[src/rtl/cache_pkg.sv]
// Shared types and default sizing for the cache controller and its helpers.
package cache_pkg;

  localparam int unsigned DEF_NUM_ENTRIES = 16;
  localparam int unsigned DEF_KEY_WIDTH   = 16;
  localparam int unsigned DEF_VALUE_WIDTH = 64;
  localparam int unsigned IDX_W           = $clog2(DEF_NUM_ENTRIES);

  typedef enum logic {
    OP_GET = 1'b0,
    OP_PUT = 1'b1
  } op_e;

  typedef enum logic [1:0] {
    ST_OK   = 2'd0,
    ST_MISS = 2'd1,
    ST_FULL = 2'd2
  } status_e;

  typedef enum logic [1:0] {
    S_IDLE  = 2'd0,
    S_SCAN  = 2'd1,
    S_WRITE = 2'd2,
    S_RESP  = 2'd3
  } ctrl_state_e;

endpackage

[src/rtl/free_entry_finder.sv]
// Combinational search for the lowest unused memory entry.
module free_entry_finder #(
  parameter int unsigned N = 16
) (
  input  logic [N-1:0] used_i,
  output logic [N-1:0] free_mask_o,
  output logic         found_o
);

  // Adding one ripples through the trailing ones and lands on the lowest zero.
  assign free_mask_o = ~used_i & (used_i + N'(1));
  assign found_o     = ~&used_i;

endmodule

[src/rtl/cache_controller.sv]
// Request-side controller: scans the memory block for a key, then answers a GET
// or writes a PUT (overwrite on hit, first free entry on miss).
module cache_controller
  import cache_pkg::*;
#(
  parameter int unsigned NUM_ENTRIES = DEF_NUM_ENTRIES,
  parameter int unsigned KEY_WIDTH   = DEF_KEY_WIDTH,
  parameter int unsigned VALUE_WIDTH = DEF_VALUE_WIDTH
) (
  input  logic                   clk,
  input  logic                   rst,
  input  logic                   req_valid,
  output logic                   req_ready,
  input  logic                   req_op,
  input  logic [KEY_WIDTH-1:0]   req_key,
  input  logic [VALUE_WIDTH-1:0] req_value,
  output logic                   rsp_valid,
  input  logic                   rsp_ready,
  output logic [1:0]             rsp_status,
  output logic [VALUE_WIDTH-1:0] rsp_value,
  output logic [NUM_ENTRIES-1:0] mem_index,
  output logic                   mem_write_op,
  output logic                   mem_select_op,
  output logic [KEY_WIDTH-1:0]   mem_key_out,
  output logic [VALUE_WIDTH-1:0] mem_value_out,
  input  logic [KEY_WIDTH-1:0]   mem_key_in,
  input  logic [VALUE_WIDTH-1:0] mem_value_in,
  input  logic [NUM_ENTRIES-1:0] mem_used_entries
);

  localparam int unsigned CNT_W = (NUM_ENTRIES > 1) ? $clog2(NUM_ENTRIES) : 1;

  ctrl_state_e            state_q, state_d;
  logic [CNT_W-1:0]       cnt_q, cnt_d;
  op_e                    op_q, op_d;
  logic [KEY_WIDTH-1:0]   key_q, key_d;
  logic [VALUE_WIDTH-1:0] value_q, value_d;
  logic                   rsp_valid_q, rsp_valid_d;
  status_e                rsp_status_q, rsp_status_d;
  logic [VALUE_WIDTH-1:0] rsp_value_q, rsp_value_d;
  logic [NUM_ENTRIES-1:0] mem_index_q, mem_index_d;
  logic                   mem_select_q, mem_select_d;
  logic                   mem_write_q, mem_write_d;
  logic [KEY_WIDTH-1:0]   mem_key_q, mem_key_d;
  logic [VALUE_WIDTH-1:0] mem_value_q, mem_value_d;

  logic [NUM_ENTRIES-1:0] free_mask_c;
  logic                   free_found_c;
  logic                   hit_c;
  logic                   last_c;

  free_entry_finder #(
    .N (NUM_ENTRIES)
  ) u_free (
    .used_i      (mem_used_entries),
    .free_mask_o (free_mask_c),
    .found_o     (free_found_c)
  );

  // Unused entries are excluded so stale keys can never match.
  assign hit_c  = mem_used_entries[cnt_q] && (mem_key_in == key_q);
  assign last_c = (cnt_q == CNT_W'(NUM_ENTRIES - 1));

  // Ready is a direct decode of IDLE so a request can land the cycle after a response.
  assign req_ready     = (state_q == S_IDLE) && !rst;
  assign rsp_valid     = rsp_valid_q;
  assign rsp_status    = rsp_status_q;
  assign rsp_value     = rsp_value_q;
  assign mem_index     = mem_index_q;
  assign mem_write_op  = mem_write_q;
  assign mem_select_op = mem_select_q;
  assign mem_key_out   = mem_key_q;
  assign mem_value_out = mem_value_q;

  // Next-state and next-output decode; memory strobes are pulses by default.
  always_comb begin
    state_d      = state_q;
    cnt_d        = cnt_q;
    op_d         = op_q;
    key_d        = key_q;
    value_d      = value_q;
    rsp_valid_d  = 1'b0;
    rsp_status_d = rsp_status_q;
    rsp_value_d  = rsp_value_q;
    mem_index_d  = '0;
    mem_select_d = 1'b0;
    mem_write_d  = 1'b0;
    mem_key_d    = '0;
    mem_value_d  = '0;

    unique case (state_q)
      S_IDLE: begin
        if (req_valid) begin
          op_d         = op_e'(req_op);
          key_d        = req_key;
          value_d      = req_value;
          cnt_d        = '0;
          rsp_status_d = ST_OK;
          rsp_value_d  = '0;
          mem_select_d = 1'b1;
          mem_index_d  = NUM_ENTRIES'(1);
          mem_key_d    = req_key;
          state_d      = S_SCAN;
        end
      end

      S_SCAN: begin
        if (hit_c) begin
          if (op_q == OP_GET) begin
            rsp_value_d  = mem_value_in;
            rsp_status_d = ST_OK;
            rsp_valid_d  = 1'b1;
            state_d      = S_RESP;
          end else begin
            mem_write_d  = 1'b1;
            mem_index_d  = mem_index_q;
            mem_key_d    = key_q;
            mem_value_d  = value_q;
            rsp_status_d = ST_OK;
            state_d      = S_WRITE;
          end
        end else if (!last_c) begin
          cnt_d        = cnt_q + CNT_W'(1);
          mem_select_d = 1'b1;
          mem_index_d  = mem_index_q << 1;
          mem_key_d    = key_q;
        end else if (op_q == OP_GET) begin
          rsp_status_d = ST_MISS;
          rsp_value_d  = '0;
          rsp_valid_d  = 1'b1;
          state_d      = S_RESP;
        end else begin
          // Allocation target is chosen here so the write strobe lands on the WRITE cycle.
          if (free_found_c) begin
            mem_write_d  = 1'b1;
            mem_index_d  = free_mask_c;
            mem_key_d    = key_q;
            mem_value_d  = value_q;
            rsp_status_d = ST_OK;
          end else begin
            rsp_status_d = ST_FULL;
          end
          state_d = S_WRITE;
        end
      end

      S_WRITE: begin
        rsp_valid_d = 1'b1;
        state_d     = S_RESP;
      end

      S_RESP: begin
        if (rsp_ready) begin
          state_d = S_IDLE;
        end else begin
          rsp_valid_d = 1'b1;
        end
      end

      default: begin
        state_d = S_IDLE;
      end
    endcase
  end

  // State and output registers with synchronous reset.
  always_ff @(posedge clk) begin
    if (rst) begin
      state_q      <= S_IDLE;
      cnt_q        <= '0;
      op_q         <= OP_GET;
      key_q        <= '0;
      value_q      <= '0;
      rsp_valid_q  <= 1'b0;
      rsp_status_q <= ST_OK;
      rsp_value_q  <= '0;
      mem_index_q  <= '0;
      mem_select_q <= 1'b0;
      mem_write_q  <= 1'b0;
      mem_key_q    <= '0;
      mem_value_q  <= '0;
    end else begin
      state_q      <= state_d;
      cnt_q        <= cnt_d;
      op_q         <= op_d;
      key_q        <= key_d;
      value_q      <= value_d;
      rsp_valid_q  <= rsp_valid_d;
      rsp_status_q <= rsp_status_d;
      rsp_value_q  <= rsp_value_d;
      mem_index_q  <= mem_index_d;
      mem_select_q <= mem_select_d;
      mem_write_q  <= mem_write_d;
      mem_key_q    <= mem_key_d;
      mem_value_q  <= mem_value_d;
    end
  end

endmodule

[config.mk]
export PLATFORM = sky130hd
export DESIGN_NAME = cache_controller
export DESIGN_NICKNAME = d
export VERILOG_FILES = /design/src/rtl/cache_pkg.sv /design/src/rtl/free_entry_finder.sv /design/src/rtl/cache_controller.sv
export SDC_FILE = /design/constraint.sdc
export NUM_CORES = 1
export LEC_CHECK = 0
export CORE_ASPECT_RATIO = 0.75
export CORE_MARGIN = 8
export CORE_UTILIZATION = 44
export CTS_BUF_LIST = sky130_fd_sc_hd__clkbuf_16
export CTS_CLUSTER_DIAMETER = 40
export DETAILED_ROUTE_END_ITERATION = 7
export GPL_TIMING_DRIVEN = 0
export MAX_ROUTING_LAYER = met4
export PLACE_DENSITY = 0.81
export SYNTH_ARGS = -nofsm -noshare
export SYNTH_HDL_FRONTEND = slang
export SYNTH_SLANG_ARGS = --single-unit
export TNS_END_PERCENT = 5
[constraint.sdc]
create_clock -name clk -period 2.4 [get_ports clk]
set_input_delay 0.48 -clock clk [delete_from_list [all_inputs] [get_ports clk]]
set_output_delay 0.48 -clock clk [all_outputs]
set_load 0.02 [all_outputs]
Word-level counts from Yosys, hierarchy flattened
Cells that the tools add are included.
{"block": "word_totals", "reg_bits": 252}
{"block": "op_classes", "add_sub_neg": 2, "order_cmp": 1, "n_eq_ne": 12, "n_mux": 57, "bitwise": 3, "reduce_logical": 12}
{"cell": "64-bit two-way mux", "count": 10}
{"cell": "16-bit two-way mux", "count": 11}
{"cell": "64-bit case mux with 2 select lines", "count": 1}
{"cell": "16-bit case mux with 2 select lines", "count": 2}
{"cell": "2-bit two-way mux", "count": 9}
{"cell": "16-bit by 1-bit adder with 16-bit output, second input constant", "count": 1}
{"cell": "16-bit bitwise AND", "count": 1}
{"cell": "16-bit equality test", "count": 1}
{"cell": "16-bit NOT", "count": 1}
{"cell": "16-bit AND reduction", "count": 1}
{"cell": "1-bit two-way mux", "count": 15}
{"cell": "4-bit two-way mux", "count": 3}
{"cell": "3-bit inequality test, second input constant", "count": 3}
{"cell": "2-bit inequality test, second input constant", "count": 4}
{"cell": "2-bit case mux with 4 select lines", "count": 1}
{"cell": "4-bit case mux with 2 select lines", "count": 1}
{"cell": "3-bit AND reduction", "count": 2}
{"cell": "4-bit by 5-bit less-than comparator with 1-bit output, second input constant", "count": 1}
{"cell": "5-bit AND reduction", "count": 1}
{"cell": "4-bit by 1-bit adder with 4-bit output, second input constant", "count": 1}
{"cell": "1-bit binary-select mux with 4-bit select", "count": 1}
{"cell": "2-bit equality test, second input constant", "count": 2}
{"cell": "4-bit equality test, second input constant", "count": 1}
{"cell": "2-bit case mux with 2 select lines", "count": 1}
{"cell": "11 further kinds", "count": 12}

Depth between registers and ports, before layout
Gate-level depths: netlist of run 1.
{"block": "logic_depth", "depth_word": 7, "depth_mapped": 10}

By module
Synthesis of run 1 repeated with hierarchy kept, for this count alone.
{"block": "hier_totals", "hier_cells": 918, "area_unflattened_um2": 8837.2}
{"mod": "cache_controller", "instances": 1, "cells_each": 887, "area_each_um2": 8644.5, "seq_area_each_um2": 5044.8}
{"mod": "free_entry_finder", "instances": 1, "cells_each": 31, "area_each_um2": 192.7, "seq_area_each_um2": 0.0}

Least setup slack after synthesis of run 1
OpenSTA, ideal clock, no wires.
{"block": "synth_path", "path_type": "input port to flip-flop", "from": "in mem_key_in[10]", "to": "reg rsp_value_q[0] (netlist: rsp_value[0])", "setup_ns": 0.059, "arrival_ns": 2.120, "t_required_ns": 2.341, "setup_slack_ns": 0.221, "stages": 8, "n_path_buf": 2, "path_cell_list": "xor2_1 -> nor4_2 -> nand4_2 -> nor3_4 -> nor3b_1 -> buf_2 -> buf_4 -> a22o_1"}
{"block": "synth_between", "elab_chain_cells": 4}
{"element": "from (decl)", "line_no": "cache_controller.sv:26", "source": "input logic [KEY_WIDTH-1:0] mem_key_in,"}
{"element": "16-bit equality test (*)", "line_no": "cache_controller.sv:61", "source": "assign hit_c = mem_used_entries[cnt_q] && (mem_key_in == key_q);"}
{"element": "1-bit logical AND (*)", "line_no": "cache_controller.sv:61"}
{"element": "3-bit inequality test (no source line) or 64-bit two-way mux (tied branches)"}
{"element": "5-bit AND reduction (no source line) or 64-bit case mux with 2 select lines (tied branches)"}
{"element": "to (signal assigned)", "line_no": "cache_controller.sv:190", "source": "rsp_value_q <= rsp_value_d;"}
{"element": "to (decl)", "line_no": "cache_controller.sv:40", "source": "logic [VALUE_WIDTH-1:0] rsp_value_q, rsp_value_d;"}
Every way passes the cells marked *; elsewhere a longest branch is shown, timed or not.
A chain may end at the register's enable or synchronous reset.

Final worst setup path of run 1
{"block": "layout_path", "from": "reg cnt_q[0]", "to": "reg rsp_value_q[55] (netlist: rsp_value[55])"}
{"block": "layout_between", "elab_chain_cells": 5}
{"element": "from (decl)", "line_no": "cache_controller.sv:34", "source": "logic [CNT_W-1:0] cnt_q, cnt_d;"}
{"element": "from (signal assigned)", "line_no": "cache_controller.sv:184", "source": "cnt_q <= cnt_d;"}
{"element": "1-bit binary-select mux with 4-bit select", "line_no": "cache_controller.sv:61"}
{"element": "1-bit two-way mux (not written as such)", "line_no": "cache_controller.sv:61"}
{"element": "1-bit logical AND", "line_no": "cache_controller.sv:61"}
{"element": "3-bit inequality test (no source line) or 64-bit two-way mux (tied branches)"}
{"element": "5-bit AND reduction (no source line) or 64-bit case mux with 2 select lines (tied branches)"}
Several ways; a longest one is shown, not always the timed one. The select of a mux whose other input is x is not followed.

==> impl_metrics.tcl, run 1 <==
set metrics [dict create \
    run_status "finished with violations" \
    failed_checks "setup timing" \
    fmax_ghz 0.412 \
    timing.clock.skew_ns 0.0158 \
    syn-mean-instance-area_sq_um 9.75 \
    detailedPlacementHpwl_um 22800 \
    final_count_of_hold_timing_violations 0 \
    synth.top_cells.by_area "sky130_fd_sc_hd__dfxtp_1 57%, sky130_fd_sc_hd__nand2_1 7.6%, sky130_fd_sc_hd__a22o_1 6.3%" \
    min_delay_path_depth 1 \
    internal_power_mw 7.99 \
    grtUsageMet2_pct 38.7 \
    h-tree-depth 1 \
    ctsLongestPathBuffers 3 \
    worst_path_most_repeated_cell "sky130_fd_sc_hd__buf_6" \
    pwr-share-clk_pct 38.9 \
    hold_class "reg2reg" \
    avgViaCountPerCell 5.20 \
    ctsHoldBuffers 0 \
    yosys.cell_count.top_type "sky130_fd_sc_hd__dfxtp_1" \
    setup_ws_ns -0.0289 \
    p_sw_share_pct 30.4 \
    netlist.top_cell.by_area "sky130_fd_sc_hd__dfxtp_1" \
    grt_util_met1_pct 29.2 \
    initial_core_util_pct 44.4 \
    p_switching_mw 3.49 \
    mappedNetlistNets 1098 \
    synth_edf_count 0 \
    synthArstFlopShare_pct 0 \
    part_of_the_yosys_area_used_for_sequential_elements_pct 56.7 \
    area_growth_pct 59.1 \
    grt_usage_pct 23.9 \
    setup.worst_path.class "reg2reg" \
    die_height_um 139 \
    cp.arrival_ns 2.86 \
    antennaDiodeCount 0 \
    clock_sink_count 252 \
    critical-path-top-delay-family "buffers and inverters" \
    ir_drop_v 0.000535 \
    syn-instance-count 912 \
    number_of_antenna_violations_at_the_first_check_in_global_routing 0 \
    reported_max_cap_violation_count 0 \
    yosys_warnings 0 \
    post_route_cells_drive_above_1_share_pct 10.6 \
    setup_repair_after_global_routing_missed_its_margin "yes" \
    grt-ovfl-total 0 \
    design.core.area_sq_um 20000 \
    die_width_um 180 \
    total_cts_buffers 29 \
    detail_route.first_pass.iterations 5 \
    synth_seq_cells 252 \
    crit_path_cell_trace "buf_6 -> mux4_2 -> mux2i_1 -> and2_4 -> nor3_4 -> nor3b_4 -> buf_6 -> buf_6 -> buf_6 -> clkbuf_16 -> a22o_1" \
    timing.critical_path.from_type "register" \
    grt_max_degree 16 \
    share_comb_of_total_power_pct 20.3 \
    num-nets-final 1494 \
    fin_setup_tns_ns -0.156 \
    final-max-slew-violation-count 0 \
    p_seq_share_pct 40.9 \
    power_density_nw_per_um2 811 \
    place.port_buffers 345 \
    synthDominantCellAreaShare_pct 56.7 \
    total_power_mw 11.5 \
    placer_congestion_estimate 0.888 \
    row_count 45 \
    grt_pass1_wl_um 46800 \
    path_max_fanout 7 \
    post_synth_most_frequent_cells "252 x sky130_fd_sc_hd__dfxtp_1, 180 x sky130_fd_sc_hd__nand2_1, 85 x sky130_fd_sc_hd__a21oi_1, 65 x sky130_fd_sc_hd__and2_1, 64 x sky130_fd_sc_hd__a22o_1" \
    synth_ff_type "sky130_fd_sc_hd__dfxtp_1" \
    route.antenna.remaining_nets 0 \
    cts_tree "yes" \
    max_slew_margin_pct 56.1 \
    worst-path-stages 11 \
    hold_slack_ns 0.442 \
    detail_route.wl_per_cell_um 19.9 \
    synth.lib_cells_used.distinct 58 \
    min_period_over_period_pct 101 \
    filler_cell_count 1480 \
    cp_slowest_stage_delay_ns 0.49 \
    later_pin_clock_latency_in_the_skew_report_ns 0.54 \
    route.detailed.drc 0 \
    finalWorstPathRequiredPeriod_ns 2.43 \
    cellLeakagePower_nw 5.60 \
    use_met3_pct 6.47 \
    globalRoute.busiestLayer "met2" \
    grt_pass1_vias 8206 \
    worst_ep_required_time_ns 2.83 \
    crit_slowest_cell "sky130_fd_sc_hd__mux4_2" \
    worstSetupEndpointType "register" \
    wl_um 31600 \
    die_area_sq_um 25100 \
    drt_first_iter_violations 655 \
    path_clk_slew_ns 0.06 \
    pre_cts_ws_ns -0.874 \
    worst_r2r_path_depth 11 \
    mappedNetlistArea_sq_um 8890 \
    critPathBufInv 5 \
    ioPinCount 347 \
    final-setup-viol-count 9 \
    worstMarginPinSlew_ns 0.659 \
    ctsRootBufferMaster "sky130_fd_sc_hd__clkbuf_16" \
    detailroute.via_count 8257 \
]
-- state kept, by name, summed over array words and instances, names as in the netlist --
signal	count
mem_value_out	64
cnt_q	4
mem_key_out	16
state_q	2
value_q	64
mem_index	16
mem_write_op	1
rsp_value	64
op_q	1
rsp_status	2
key_q	16
mem_select_op	1
rsp_valid	1
-- stage by stage --
step | util, % | instance area [sq um] | instances
2_1_floorplan | - | 8890 | 912
3_3_place_gp | 63.2 | 12700 | 1515
3_5_place_dp | 63.2 | 12700 | 1515
4_1_cts | 68.6 | 13800 | 1570
5_1_grt | 70.6 | 14200 | 1589
6_report | 70.6 | 14200 | 1589
-- what timing repair did --
item	CTS	global route
pin swaps	5	8
cloned	0	7
setup endpoints to repair	188	178
gates resized for setup	27	47
buffers inserted	3	13
-- final timing paths --
path | end | from | slack [ns]
worst max-delay path | rsp_value[55]$_SDFFE_PP0P_ | cnt_q[0]$_SDFFE_PP0P_ | -0.03
worst min-delay path | mem_value_out[9]$_SDFF_PP0_ | value_q[9]$_SDFFE_PP0P_ | 0.44
worst max register to register | rsp_value[55]$_SDFFE_PP0P_ | cnt_q[0]$_SDFFE_PP0P_ | -0.03
worst min register to register | mem_value_out[9]$_SDFF_PP0_ | value_q[9]$_SDFFE_PP0P_ | 0.44
-- cell usage in the layout, fill, tap and decap left out, types with 6 or more instances in the layout --
cell type | Yosys | final
sky130_fd_sc_hd__clkdlybuf4s50_1 | 0 | 342
sky130_fd_sc_hd__dfxtp_1 | 252 | 249
sky130_fd_sc_hd__nand2_1 | 180 | 180
sky130_fd_sc_hd__a21oi_1 | 85 | 85
sky130_fd_sc_hd__a22o_1 | 64 | 64
sky130_fd_sc_hd__and2_1 | 65 | 60
sky130_fd_sc_hd__clkbuf_16 | 0 | 35
sky130_fd_sc_hd__clkbuf_1 | 32 | 25
sky130_fd_sc_hd__nand3_1 | 21 | 21
sky130_fd_sc_hd__nor2_1 | 18 | 17
sky130_fd_sc_hd__buf_4 | 9 | 17
sky130_fd_sc_hd__and3_1 | 18 | 17
sky130_fd_sc_hd__o22ai_1 | 17 | 17
sky130_fd_sc_hd__xor2_1 | 16 | 16
sky130_fd_sc_hd__a211o_1 | 15 | 15
sky130_fd_sc_hd__buf_6 | 2 | 14
sky130_fd_sc_hd__inv_1 | 8 | 9
sky130_fd_sc_hd__and2_4 | 2 | 7
sky130_fd_sc_hd__o21ai_0 | 7 | 6
sky130_fd_sc_hd__buf_8 | 0 | 6
sky130_fd_sc_hd__buf_1 | 7 | 6
-- logic make-up after synthesis --
group	synth area share (%)
adder cells (fa/ha/maj)	0.703
AND/OR/NAND/NOR	20.1
multiplexers	1.10
AO/OA/AOI/OAI	16.0
flip-flops	56.7
XOR/XNOR	1.58
buffers and inverters	3.84
-- worst register-to-register path, delay by kind of cell, from the launching register on --
| kind | cells | cell delay [ns] |
|---|---|---|
| buffers and inverters | 5 | 0.69 |
| flip-flops | 1 | 0.34 |
| AO/OA/AOI/OAI | 1 | 0.17 |
| multiplexers | 2 | 0.69 |
| AND/OR/NAND/NOR | 3 | 0.45 |
-- area by class of cell --
class / count / area, sq um / share of cell area [%]
inverter: 8 / 30.0 / 0.212
clock inverter: 25 / 256 / 1.81
multi-input combinational: 587 / 3600 / 25.4
buffer: 62 / 419 / 2.96
tap: 258 / 323 / 2.28
sequential: 252 / 5050 / 35.7
timing repair buffer: 368 / 3750 / 26.5
clock buffer: 29 / 726 / 5.13
-- power by group through the flow --
stage	clock network [mW]	registers, mW	logic [mW]
detailed placement	0	4.77	2.22
global route	4.71	4.73	2.54
floorplan	0	4.80	1.22
CTS	4.52	4.68	2.26
finish	4.47	4.69	2.33
global placement	0	4.75	2.18
-- routing by layer --
| layer | share of wire, % | wire, um |
|---|---|---|
| met3 | 7.5 | 2360 |
| met4 | 2.0 | 622 |
| met2 | 47 | 14900 |
| met5 | 0 | 0 |
| met1 | 43 | 13700 |
Power figures use the tool's default switching activity.
==> run 2, diff against run 1 <==
--- a/config.mk
+++ b/config.mk
@@ -14,6 +14,7 @@
 export GPL_TIMING_DRIVEN = 0
 export MAX_ROUTING_LAYER = met4
 export PLACE_DENSITY = 0.81
+export SKIP_CTS_REPAIR_TIMING = 1
 export SYNTH_ARGS = -nofsm -noshare
 export SYNTH_HDL_FRONTEND = slang
 export SYNTH_SLANG_ARGS = --single-unit
==> run 2 against run 1 <==
Combinational power about the same. Worst hold slack barely moved. First-iteration DRC count down 6.7%. Largest cell class unchanged. The run still ends with setup timing left. Clock power about the same. Cell count is 0.76% lower.
==> impl_metrics.tcl, run 2 (same netlist as run 1, synthesis figures left out) <==
set metrics [dict create \
    run_status "finished with violations" \
    failed_checks "setup timing" \
    setup.worst_path.class "in2reg" \
    later_pin_clock_latency_in_the_skew_report_ns 0.54 \
    ir_drop_v 0.000534 \
    fmax_ghz 0.415 \
    placement_cell_area_sq_um 12700 \
    p_switching_mw 3.48 \
    p_sw_share_pct 30.3 \
    die_area_sq_um 25100 \
    final_core_utilization_pct 69.5 \
    final_count_of_hold_timing_violations 0 \
    route.antenna.remaining_nets 0 \
    ff_to_ff_setup_slack_ns 0.01 \
    h-tree-depth 1 \
    post_route_cells_drive_above_1_share_pct 9.78 \
    initial_core_util_pct 44.4 \
    detail_route.wl_per_cell_um 19.6 \
    path_max_fanout 10 \
    timing.critical_path.from_type "input port" \
    highest_count_cells_in_the_layout_ignoring_fill_and_taps "343 x sky130_fd_sc_hd__clkdlybuf4s50_1, 249 x sky130_fd_sc_hd__dfxtp_1, 180 x sky130_fd_sc_hd__nand2_1" \
    grt_pass1_wl_um 46500 \
    placer_congestion_estimate 0.888 \
    final-setup-viol-count 4 \
    hold_end "mem_value_out[9]$_SDFF_PP0_" \
    avgViaCountPerCell 5.21 \
    place.port_buffers 345 \
    detail_route.first_pass.iterations 5 \
    grt_pass1_vias 8174 \
    ioPinCount 347 \
    cp.arrival_ns 2.90 \
    detailroute.via_count 8220 \
    number_of_antenna_violations_at_the_first_check_in_global_routing 0 \
    final_area_sq_um 13900 \
    hold_class "reg2reg" \
    worst_ep_required_time_ns 2.89 \
    clock_sink_count 252 \
    total_cts_buffers 29 \
    area_growth_pct 56.7 \
    crit-reg2reg-launch "key_q[13]$_SDFFE_PP0P_" \
    wl_um 30900 \
    die_height_um 139 \
    share_comb_of_total_power_pct 20.3 \
    grt_usage_pct 23.8 \
    pwr-share-clk_pct 38.8 \
    filler_cell_count 1519 \
    route.detailed.drc 0 \
    final-max-slew-violation-count 0 \
    min_delay_path_depth 1 \
    antennaDiodeCount 0 \
    max_slew_margin_pct 52.8 \
    row_count 45 \
    setup_repair_after_global_routing_missed_its_margin "yes" \
    die_width_um 180 \
    cts_tree "yes" \
    grt-ovfl-total 0 \
    grt_max_degree 16 \
    internal_power_mw 8.00 \
    cellLeakagePower_nw 5.49 \
    path_clk_slew_ns 0.07 \
    ctsRootBufferMaster "sky130_fd_sc_hd__clkbuf_16" \
    power_density_nw_per_um2 824 \
    num-nets-final 1482 \
    holdCritStartpoint "value_q[9]$_SDFFE_PP0P_" \
    p_seq_share_pct 40.9 \
    detailedPlacementHpwl_um 22800 \
    r2r_end "mem_value_out[60]$_SDFF_PP0_" \
    most_common_cell_after_layout_fill_and_taps_aside "sky130_fd_sc_hd__clkdlybuf4s50_1" \
    setup_ws_ns -0.0105 \
    drt_first_iter_violations 611 \
    timing.clock.skew_ns 0.0152 \
    worst_r2r_path_depth 7 \
    ctsLongestPathBuffers 3 \
    design.core.area_sq_um 20000 \
    worstMarginPinSlew_ns 0.707 \
    reported_max_cap_violation_count 0 \
    finalWorstPathRequiredPeriod_ns 2.41 \
    worstSetupEndpointType "register" \
    min_period_over_period_pct 100 \
]
## run 2: layout make-up
type	instances	area (sq um)	share of cell area (%)
multi-input cells	587	3620	26.0
inverters	8	30.0	0.215
well taps	258	323	2.32
plain buffers	62	398	2.85
flip-flops and latches	252	5050	36.2
repair buffers	356	3540	25.4
clock inverters	25	256	1.84
clock buffers	29	726	5.21
## run 2: worst max-delay path by stage
stage	startpoint	end	slack (ns)	cells past startpoint
CTS	state_q[1]$_SDFFE_PP0P_	mem_index[8]$_SDFFE_PP0P_	-0.36	9
global route	mem_key_in[3]	mem_value_out[59]$_SDFF_PP0_	-0.15	8
floorplan	mem_key_in[10]	rsp_value[0]$_SDFFE_PP0P_	0.22	8
detailed placement	mem_key_in[12]	mem_value_out[29]$_SDFF_PP0_	-0.87	9
finish	mem_key_in[14]	mem_value_out[60]$_SDFF_PP0_	-0.01	8
global placement	mem_key_in[11]	mem_value_out[47]$_SDFF_PP0_	-0.87	9
## run 2: layer usage
metal  part of all wire, %  up-vias  track usage (%)
met3                   7.3       48             6.44
li1                      -     3927                -
met1                    44     3901             29.1
met5                     0        -                -
met4                   2.0        0             5.64
met2                    47      344             38.6
## run 2: power groups by stage
stage | clock network, mW | logic, mW | registers [mW]
after global placement | 0 | 2.18 | 4.75
after detailed placement | 0 | 2.22 | 4.77
after CTS | 4.52 | 2.24 | 4.68
after floorplan | 0 | 1.22 | 4.80
after global routing | 4.70 | 2.54 | 4.73
final | 4.46 | 2.33 | 4.69
## run 2: stage by stage
stage          hold slack [ns]  worst slack, ns  total power, mW  TNS (ns)  cells
2_1_floorplan            0.430            0.221             6.03         0    912
3_3_place_gp             0.432           -0.873             6.93   -119.23   1515
3_5_place_dp             0.437           -0.874             6.99   -123.07   1515
4_1_cts                  0.449           -0.364             11.4    -40.25   1569
5_1_grt                  0.458           -0.147             12.0     -5.78   1577
6_report                 0.442          -0.0105             11.5   -0.0233   1577
## run 2: worst max-delay path, cell delays in order
cell and delay, ns:
sky130_fd_sc_hd__clkdlybuf4s50_1 0.45, sky130_fd_sc_hd__xor2_1 0.16, sky130_fd_sc_hd__nor4_2 0.36, sky130_fd_sc_hd__nand4_2 0.24
sky130_fd_sc_hd__o31ai_4 0.30, sky130_fd_sc_hd__nor3b_4 0.33, sky130_fd_sc_hd__clkbuf_1 0.38, sky130_fd_sc_hd__and2_1 0.19
==> run 3, diff against run 2 <==
--- a/config.mk
+++ b/config.mk
@@ -5,6 +5,7 @@
 export SDC_FILE = /design/constraint.sdc
 export NUM_CORES = 1
 export LEC_CHECK = 0
+export ABC_CLOCK_PERIOD_IN_PS = 2400
 export CORE_ASPECT_RATIO = 0.75
 export CORE_MARGIN = 8
 export CORE_UTILIZATION = 44
==> results of run 3 <==
No change in the layout: final DEF, timing and power equal those of run 2.
